<file path="src/rtl/wb_arbiter.sv">
// Writeback arbiter: merges the pipeline write with queued long-latency results
// onto one register-file write port and tracks busy destinations in a scoreboard.
module wb_arbiter #(
    parameter int XLEN        = 32,
    parameter int RFIDX_WIDTH = 5,
    parameter int ADDR_SIZE   = 32,
    parameter int QDEPTH      = 2
) (
    input  logic                   clk,
    input  logic                   rstn,
    input  logic                   p_valid,
    input  logic [RFIDX_WIDTH-1:0] p_rd,
    input  logic [XLEN-1:0]        p_data,
    input  logic [ADDR_SIZE-1:0]   p_pc,
    input  logic                   l_valid,
    output logic                   l_ready,
    input  logic [RFIDX_WIDTH-1:0] l_rd,
    input  logic [XLEN-1:0]        l_data,
    input  logic [ADDR_SIZE-1:0]   l_pc,
    input  logic                   iss_valid,
    input  logic [RFIDX_WIDTH-1:0] iss_rd,
    input  logic [RFIDX_WIDTH-1:0] q_ra1,
    input  logic [RFIDX_WIDTH-1:0] q_ra2,
    output logic                   q_busy1,
    output logic                   q_busy2,
    output logic                   we3,
    output logic [RFIDX_WIDTH-1:0] wa3,
    output logic [XLEN-1:0]        wd3,
    output logic [ADDR_SIZE-1:0]   pc,
    output logic                   waw_err
);

    localparam int AW    = $clog2(QDEPTH);
    localparam int CW    = AW + 1;
    localparam int NREGS = 1 << RFIDX_WIDTH;

    logic [RFIDX_WIDTH-1:0] q_rd_q   [QDEPTH];
    logic [RFIDX_WIDTH-1:0] q_rd_d   [QDEPTH];
    logic [XLEN-1:0]        q_data_q [QDEPTH];
    logic [XLEN-1:0]        q_data_d [QDEPTH];
    logic [ADDR_SIZE-1:0]   q_pc_q   [QDEPTH];
    logic [ADDR_SIZE-1:0]   q_pc_d   [QDEPTH];

    logic [AW-1:0]    wr_ptr_q, wr_ptr_d;
    logic [AW-1:0]    rd_ptr_q, rd_ptr_d;
    logic [CW-1:0]    count_q, count_d;
    logic [NREGS-1:0] busy_q, busy_d;
    logic             waw_err_q, waw_err_d;

    logic             head_vld;
    logic             sel_q;
    logic             push;
    logic [NREGS-1:0] set_vec;
    logic [NREGS-1:0] clr_vec;

    logic [RFIDX_WIDTH-1:0] head_rd;
    logic [XLEN-1:0]        head_data;
    logic [ADDR_SIZE-1:0]   head_pc;

    assign head_rd   = q_rd_q[rd_ptr_q];
    assign head_data = q_data_q[rd_ptr_q];
    assign head_pc   = q_pc_q[rd_ptr_q];

    // Ready looks only at occupancy, never at a same-cycle pop.
    assign l_ready  = (count_q != CW'(QDEPTH));
    assign head_vld = rstn && (count_q != '0);
    assign sel_q    = head_vld && !p_valid;
    assign push     = l_valid && l_ready;

    always_comb begin
        wa3 = head_rd;
        wd3 = head_data;
        pc  = head_pc;
        we3 = sel_q && (head_rd != '0);
        if (p_valid) begin
            wa3 = p_rd;
            wd3 = p_data;
            pc  = p_pc;
            we3 = rstn && (p_rd != '0);
        end
    end

    always_comb begin
        q_rd_d   = q_rd_q;
        q_data_d = q_data_q;
        q_pc_d   = q_pc_q;
        wr_ptr_d = wr_ptr_q;
        rd_ptr_d = rd_ptr_q;
        if (push) begin
            q_rd_d[wr_ptr_q]   = l_rd;
            q_data_d[wr_ptr_q] = l_data;
            q_pc_d[wr_ptr_q]   = l_pc;
            wr_ptr_d           = wr_ptr_q + AW'(1);
        end
        if (sel_q) begin
            rd_ptr_d = rd_ptr_q + AW'(1);
        end
        count_d = count_q + CW'(push) - CW'(sel_q);
    end

    always_comb begin
        set_vec = '0;
        clr_vec = '0;
        if (iss_valid && (iss_rd != '0)) begin
            set_vec[iss_rd] = 1'b1;
        end
        if (sel_q && (head_rd != '0)) begin
            clr_vec[head_rd] = 1'b1;
        end
        // Set is applied after clear so a re-issue wins over retirement.
        busy_d = ((busy_q & ~clr_vec) | set_vec) & ~NREGS'(1);
        waw_err_d = waw_err_q
                  | (p_valid && (p_rd != '0) && busy_q[p_rd]);
    end

    // A register retiring this cycle reads as free.
    assign q_busy1 = busy_q[q_ra1] & ~clr_vec[q_ra1];
    assign q_busy2 = busy_q[q_ra2] & ~clr_vec[q_ra2];
    assign waw_err = waw_err_q;

    always_ff @(posedge clk or negedge rstn) begin
        if (!rstn) begin
            for (int i = 0; i < QDEPTH; i++) begin
                q_rd_q[i]   <= '0;
                q_data_q[i] <= '0;
                q_pc_q[i]   <= '0;
            end
            wr_ptr_q  <= '0;
            rd_ptr_q  <= '0;
            count_q   <= '0;
            busy_q    <= '0;
            waw_err_q <= 1'b0;
        end else begin
            q_rd_q    <= q_rd_d;
            q_data_q  <= q_data_d;
            q_pc_q    <= q_pc_d;
            wr_ptr_q  <= wr_ptr_d;
            rd_ptr_q  <= rd_ptr_d;
            count_q   <= count_d;
            busy_q    <= busy_d;
            waw_err_q <= waw_err_d;
        end
    end

endmodule

</file>
<file path="config.mk">
export PLATFORM = sky130hd
export DESIGN_NAME = wb_arbiter
export DESIGN_NICKNAME = d
export VERILOG_FILES = /design/src/rtl/wb_arbiter.sv
export SDC_FILE = /design/constraint.sdc
export NUM_CORES = 1
export LEC_CHECK = 0
export CAP_MARGIN = 10
export CORE_ASPECT_RATIO = 1.75
export CORE_MARGIN = 2
export CORE_UTILIZATION = 51
export DETAILED_ROUTE_END_ITERATION = 8
export DONT_BUFFER_PORTS = 1
export GPL_TIMING_DRIVEN = 0
export PLACE_DENSITY = 0.66
export RECOVER_POWER = 50
export SLEW_MARGIN = 30
export SYNTH_ARGS = -nofsm -noshare
export SYNTH_HDL_FRONTEND = slang
export SYNTH_SLANG_ARGS = --single-unit
</file>
<file path="constraint.sdc">
create_clock -name clk -period 3.1 [get_ports clk]
set_input_delay 0.31 -clock clk [delete_from_list [all_inputs] [get_ports clk]]
set_output_delay 0.31 -clock clk [all_outputs]
set_load 0.01 [all_outputs]
</file>
# == After elaboration in Yosys (flattened, before gate mapping) ==
# Cells that the tools add are included.
# op_classes
addsub,4
order_cmp,10
eq_ne,1
muxes,36
n_bitwise,10
reduce_logical,16
# ops
cell,count
two-way mux 32 bit,11
bitwise mux 64 bit,2
AND 32 bit,1
demux 32 bit (select 1 bit),1
NOT 32 bit,1
OR 32 bit,1
"< comparator 5 x 6 -> 1 bit, second input constant",5
binary-select mux 1 bit (select 5 bit),5
two-way mux 5 bit,5
nonzero test 5 bit,3
logical AND 1 bit,11
bitwise mux 10 bit,1
demux 1 bit (select 5 bit),2
"greater-or-equal comparator 5 x 1 -> 1 bit, second input constant",2
two-way mux 1 bit,8
demux 5 bit (select 1 bit),1
"greater-or-equal comparator 2 bit, second input constant",2
NOT 1 -> 2 bit,2
"adder 1 bit, second input constant",2
adder 2 x 1 -> 2 bit,1
AND 1 bit,2
"< comparator 2 x 1 -> 1 bit, second input constant",1
"inequality test 2 bit, second input constant",1
NOT 1 bit,2
other kinds (4),4
# totals
register_bits,174
output_inout_bits,74
wordCells,88

# == Depth between registers and ports, before layout ==
# logic_depth
depth_word,13
mapped_depth,7

# == Worst setup path after synthesis ==
# Ideal clock, no wire load.
# synth_timing
path_kind,reg-to-output
from,reg rd_ptr_q
to,out q_busy1
arrival_time_ns,1.709
required_time_ns,2.790
path_slack_ns,1.081
stages_incl_launch_ff,7
path_buffers,1
cell_sequence,dfrtp_1 buf_4 mux2_4 xnor2_1 and4_4 a2111oi_0 a211o_1
# synth_between
elab_chain_cells,13
word_cells_on_any_way,16
classes_between,order compare (2); mux (8); bitwise (3); reduce/logical (3)
# synth_rtl
item,line,text
from (decl),45,"logic [AW-1:0] rd_ptr_q, rd_ptr_d;"
from (signal assigned),138,rd_ptr_q <= rd_ptr_d;
NOT 1 -> 2 bit (implied by the code) (*),60,assign head_rd = q_rd_q[rd_ptr_q];
two-way mux 5 bit (implied by the code) (*) (3 in a row),60,
< comparator 5 x 6 -> 1 bit (implied by the code) / greater-or-equal comparator 5 x 1 -> 1 bit (equally long branches),108,clr_vec[head_rd] = 1'b1;
logical AND 1 bit (implied by the code),108,
two-way mux 1 bit (implied by the code),108,
demux 1 bit (select 5 bit),108,
two-way mux 32 bit (*),107,if (sel_q && (head_rd != '0)) begin
binary-select mux 1 bit (select 5 bit) (*),117,assign q_busy1 = busy_q[q_ra1] & ~clr_vec[q_ra1];
two-way mux 1 bit (implied by the code) (*),117,
NOT 1 bit (*),117,
AND 1 bit (*),117,
to (decl),24,"output logic q_busy1,"
# Mark *: on every way between the ends. The rest lies on a longest branch, timed or not. The select of a mux whose other input is x is not followed.

# == Final worst setup path ==
# layout_timing
from,reg rd_ptr_q
to,out wd3[4]
# layout_between
elab_chain_cells,5
# layout_rtl
item,line,text
NOT 1 -> 2 bit (implied by the code),61,assign head_data = q_data_q[rd_ptr_q];
two-way mux 32 bit (implied by the code) (3 in a row),61,
two-way mux 32 bit,75,if (p_valid) begin
to (decl),28,"output logic [XLEN-1:0] wd3,"
# No other way between the ends. The select of a mux whose other input is x is not followed.

==> results.yml <==
global_route:
  grt_overflow: 0
  track_usage: 0.2605
  grt_max_degree: 177
  grt_pass1_wl_microns: 37650
  first_global_vias: 6827
  antenna_found_initial: 0
clock_network:
  cts_resized: 0
  htree_num_levels: 4
  cts_root_buf: "clkbuf_16"
  clk_pin_slew_ns: 0.06
  clk_latency_ns: 0.43
  cts_buffers: 17
  numClockSinks: 174
  cts_tree: "built"
  cts_buffer_depth: 2
  postCtsSetupRepairBufs: 0
final_layout:
  final_area_sq_um: 9920
  layout-drive-gt1-share: 0.2746
  diodes: 0
  final_nets: 944
  area_growth_pct: 9.412
  final_core_util: 0.5682
  fillCellCount: 1555
  layoutNonFillerInstCount: 1025
routing:
  via_per_inst: 6.204
  detail-route-antenna-nets: 0
  routed.top_layer: "met4"
  route.met3.wl_microns: 1547
  drt-pass1-iter-count: 5
  wl_per_cell_microns: 23.41
  met1_length_microns: 8051
  first_iter_violations: 250
  drcViolationCount: 0
  num_vias: 6359
  wl_met2_microns: 13390
  wl_microns: 24000
worst_setup_path:
  r2r_cells: 5
  crit_family: "buffers and inverters"
  path_buf_inv: 4
  r2r_slack_ns: 0.67
  path_max_fanout: 10
  crit_chain: "buf_4, buf_2, buf_2, buf_4, mux2i_1, o21ai_0"
  path_class: "flip-flop to primary output"
  critPathLaunchType: "flip-flop"
  path_depth: 6
  crit_path_end_kind: "primary output"
  cpMaxStageDelayCell: "o21ai_0"
  worstPathArrival_ns: 2.47
  critPathMaxStageDelay_ns: 0.46
  cp.required_ns: 2.79
sta:
  relSlewSlack: 0.4472
  hold_slack_ns: -0.4205
  worst_pin_slew_ns: 0.8292
  max_freq_mhz: 360.0
  fin_tns_setup_ns: 0
  final_hold_viol_count: 174
  fin_worst_skew_ns: 0.009769
  fin_crit_ns: 2.778
  finalSetupViolCount: 0
  finalCritPeriodShare: 0.8961
  maxSlewViolCount: 0
  rsz0062_at_grt: "no"
place:
  dpl_cell_area_sq_um: 9355
  port_buffers: 0
  gp_congestion: 0.8895
  dp_cells: 996
  dp_hpwl_microns: 18030
logic_synthesis:
  synth_seq_area_share: 0.4803
  synth_mux_area_frac: 0.3274
  synthAdderAreaFrac: 0.002760
  syn-instance-count: 765
  synth_enable_flop_cells: 0
  yosys.area_share.simple: 0.06404
  synth_seq_cells: 174
  synthFlopType: "dfrtp_1"
  synthTopCellsByCount: "174 x dfrtp_1, 146 x mux2_2, 133 x o21ai_0"
  yosys.area.top_type: "dfrtp_1"
  post-synth-top-count-cell: "dfrtp_1"
  synth_top_family_by_area: "multiplexers"
  ys_warn_count: 0
  synth_nets: 925
  synth_area_sq_um: 9066
  synth-xor-area-share: 0.01159
  syn_avg_cell_area_sq_um: 11.85
  yosysTopAreaCellShare: 0.4803
  yosys-top-cells-area: "dfrtp_1 48%, mux2_2 18%, mux2i_1 8.4%, o21ai_0 7.3%, mux4_2 4.0%"
  synthDistinctLibCells: 45
  asyncSetResetFlopFracSynth: 1.000
  synth-compound-area-share: 0.08805
min_path:
  hold_path_class: "input port to asynchronous set/reset pin"
die:
  core_area_sq_um: 17460
  die_area_sq_um: 18900
  die-height_microns: 180.4
  initial_core_util: 0.5194
  num_io_pins: 232
  fp.dieW_microns: 104.8
  num_rows: 64
flow_run:
  maxCapViolCount: 0
power_and_ir_drop:
  power_density_nw_per_um2: 1049
  ir_drop_mv: 0.5975
  power.leakage_nw: 4.168
run_status:
  outcome: "finished, violations left"
  violations: "negative hold slack"
[per-layer routing]
| metal | GRT usage | vias up |
|---|---|---|
| met1 | 0.2638 | 3203 |
| met2 | 0.4842 | 267 |
| met5 | 0 | - |
| met3 | 0.06908 | 66 |
| li1 | - | 2823 |
| met4 | 0.1291 | 0 |
[sequential cells by signal, indices dropped and copies added, names as in the netlist]
| register | count |
|---|---|
| q_rd_q | 10 |
| count_q | 2 |
| waw_err | 1 |
| q_pc_q | 64 |
| q_data_q | 64 |
| rd_ptr_q | 1 |
| busy_q | 31 |
| wr_ptr_q | 1 |
[report_power, final]
group | switching [mW] | total, mW | leakage, nW | internal (mW)
clock network | 0.873 | 2.09 | 0.280 | 1.22
logic | 2.03 | 4.14 | 1.84 | 2.10
registers | 0.739 | 4.18 | 2.04 | 3.44
[path summary, 6_finish.rpt]
kind | to | start
min in group clk | q_rd_q[9]$_DFFE_PN0P_ | l_rd[4]
setup / recovery | wd3[4] | rd_ptr_q$_DFFE_PN0P_
hold / removal | busy_q[11]$_DFF_PN0_ | rstn
setup reg to reg | q_pc_q[30]$_DFFE_PN0P_ | count_q[0]$_DFF_PN0_
max in group asynchronous | q_data_q[51]$_DFFE_PN0P_ | rstn
hold reg to reg | q_data_q[1]$_DFFE_PN0P_ | q_data_q[1]$_DFFE_PN0P_
[cell type report]
| cell class | instances | area (sq um) | share of cell area |
|---|---|---|---|
| well taps | 231 | 289.0 | 0.02914 |
| plain buffers | 46 | 221.5 | 0.02233 |
| clock inverters | 10 | 117.6 | 0.01186 |
| multi-input cells | 542 | 4473 | 0.4509 |
| clock buffers | 19 | 452.9 | 0.04566 |
| flip-flops and latches | 174 | 4354 | 0.4390 |
| inverters | 3 | 11.26 | 0.001135 |
[worst reg2reg max path: cells and delay by family, from the launching register on]
family                 cells  cell delay (ns)
buffers and inverters      2             1.01
AND/OR/NAND/NOR            2             0.56
flip-flops                 1             0.39
multiplexers               1             0.37
[cells by family (layout without fill, tap and decap cells)]
group                      count (synthesis)  count (layout)
DFF                                      174             174
adders and majority gates                  2               2
muxes                                    247             247
AOI/OAI and AO/OA                        150             150
xor gates and xnor gates                  12              12
and+or+nand+nor                          131             131
buffers and inverters                     49              78
[through the flow]
step                hold WS [ns]  setup slack [ns]  total power, mW
detailed placement       0.01930            0.4014            8.373
global route             -0.4464            0.1778            11.06
CTS                      -0.4397            0.2992            10.48
floorplan                0.01441             1.081            7.291
finish                   -0.4205            0.3220            10.41
global placement         0.02103            0.4186            8.088
[cell usage in the layout, fill, tap and decap left out, types with 3 or more instances in the layout]
cell / instances
mux2_2: 146
mux2i_1: 76
clkbuf_16: 17
inv_1: 3
buf_2: 15
buf_1: 4
xnor2_1: 10
nor3_1: 6
nor2_1: 5
nand2_1: 88
dfrtp_1: 174
buf_4: 6
nand2b_1: 3
mux4_2: 16
clkinv_4: 4
o21ai_0: 133
clkinv_2: 3
a21oi_1: 3
nor2b_1: 6
nand3_1: 12
clkbuf_1: 20
mux4_1: 6
No activity file was read; power rests on OpenSTA's default activity.
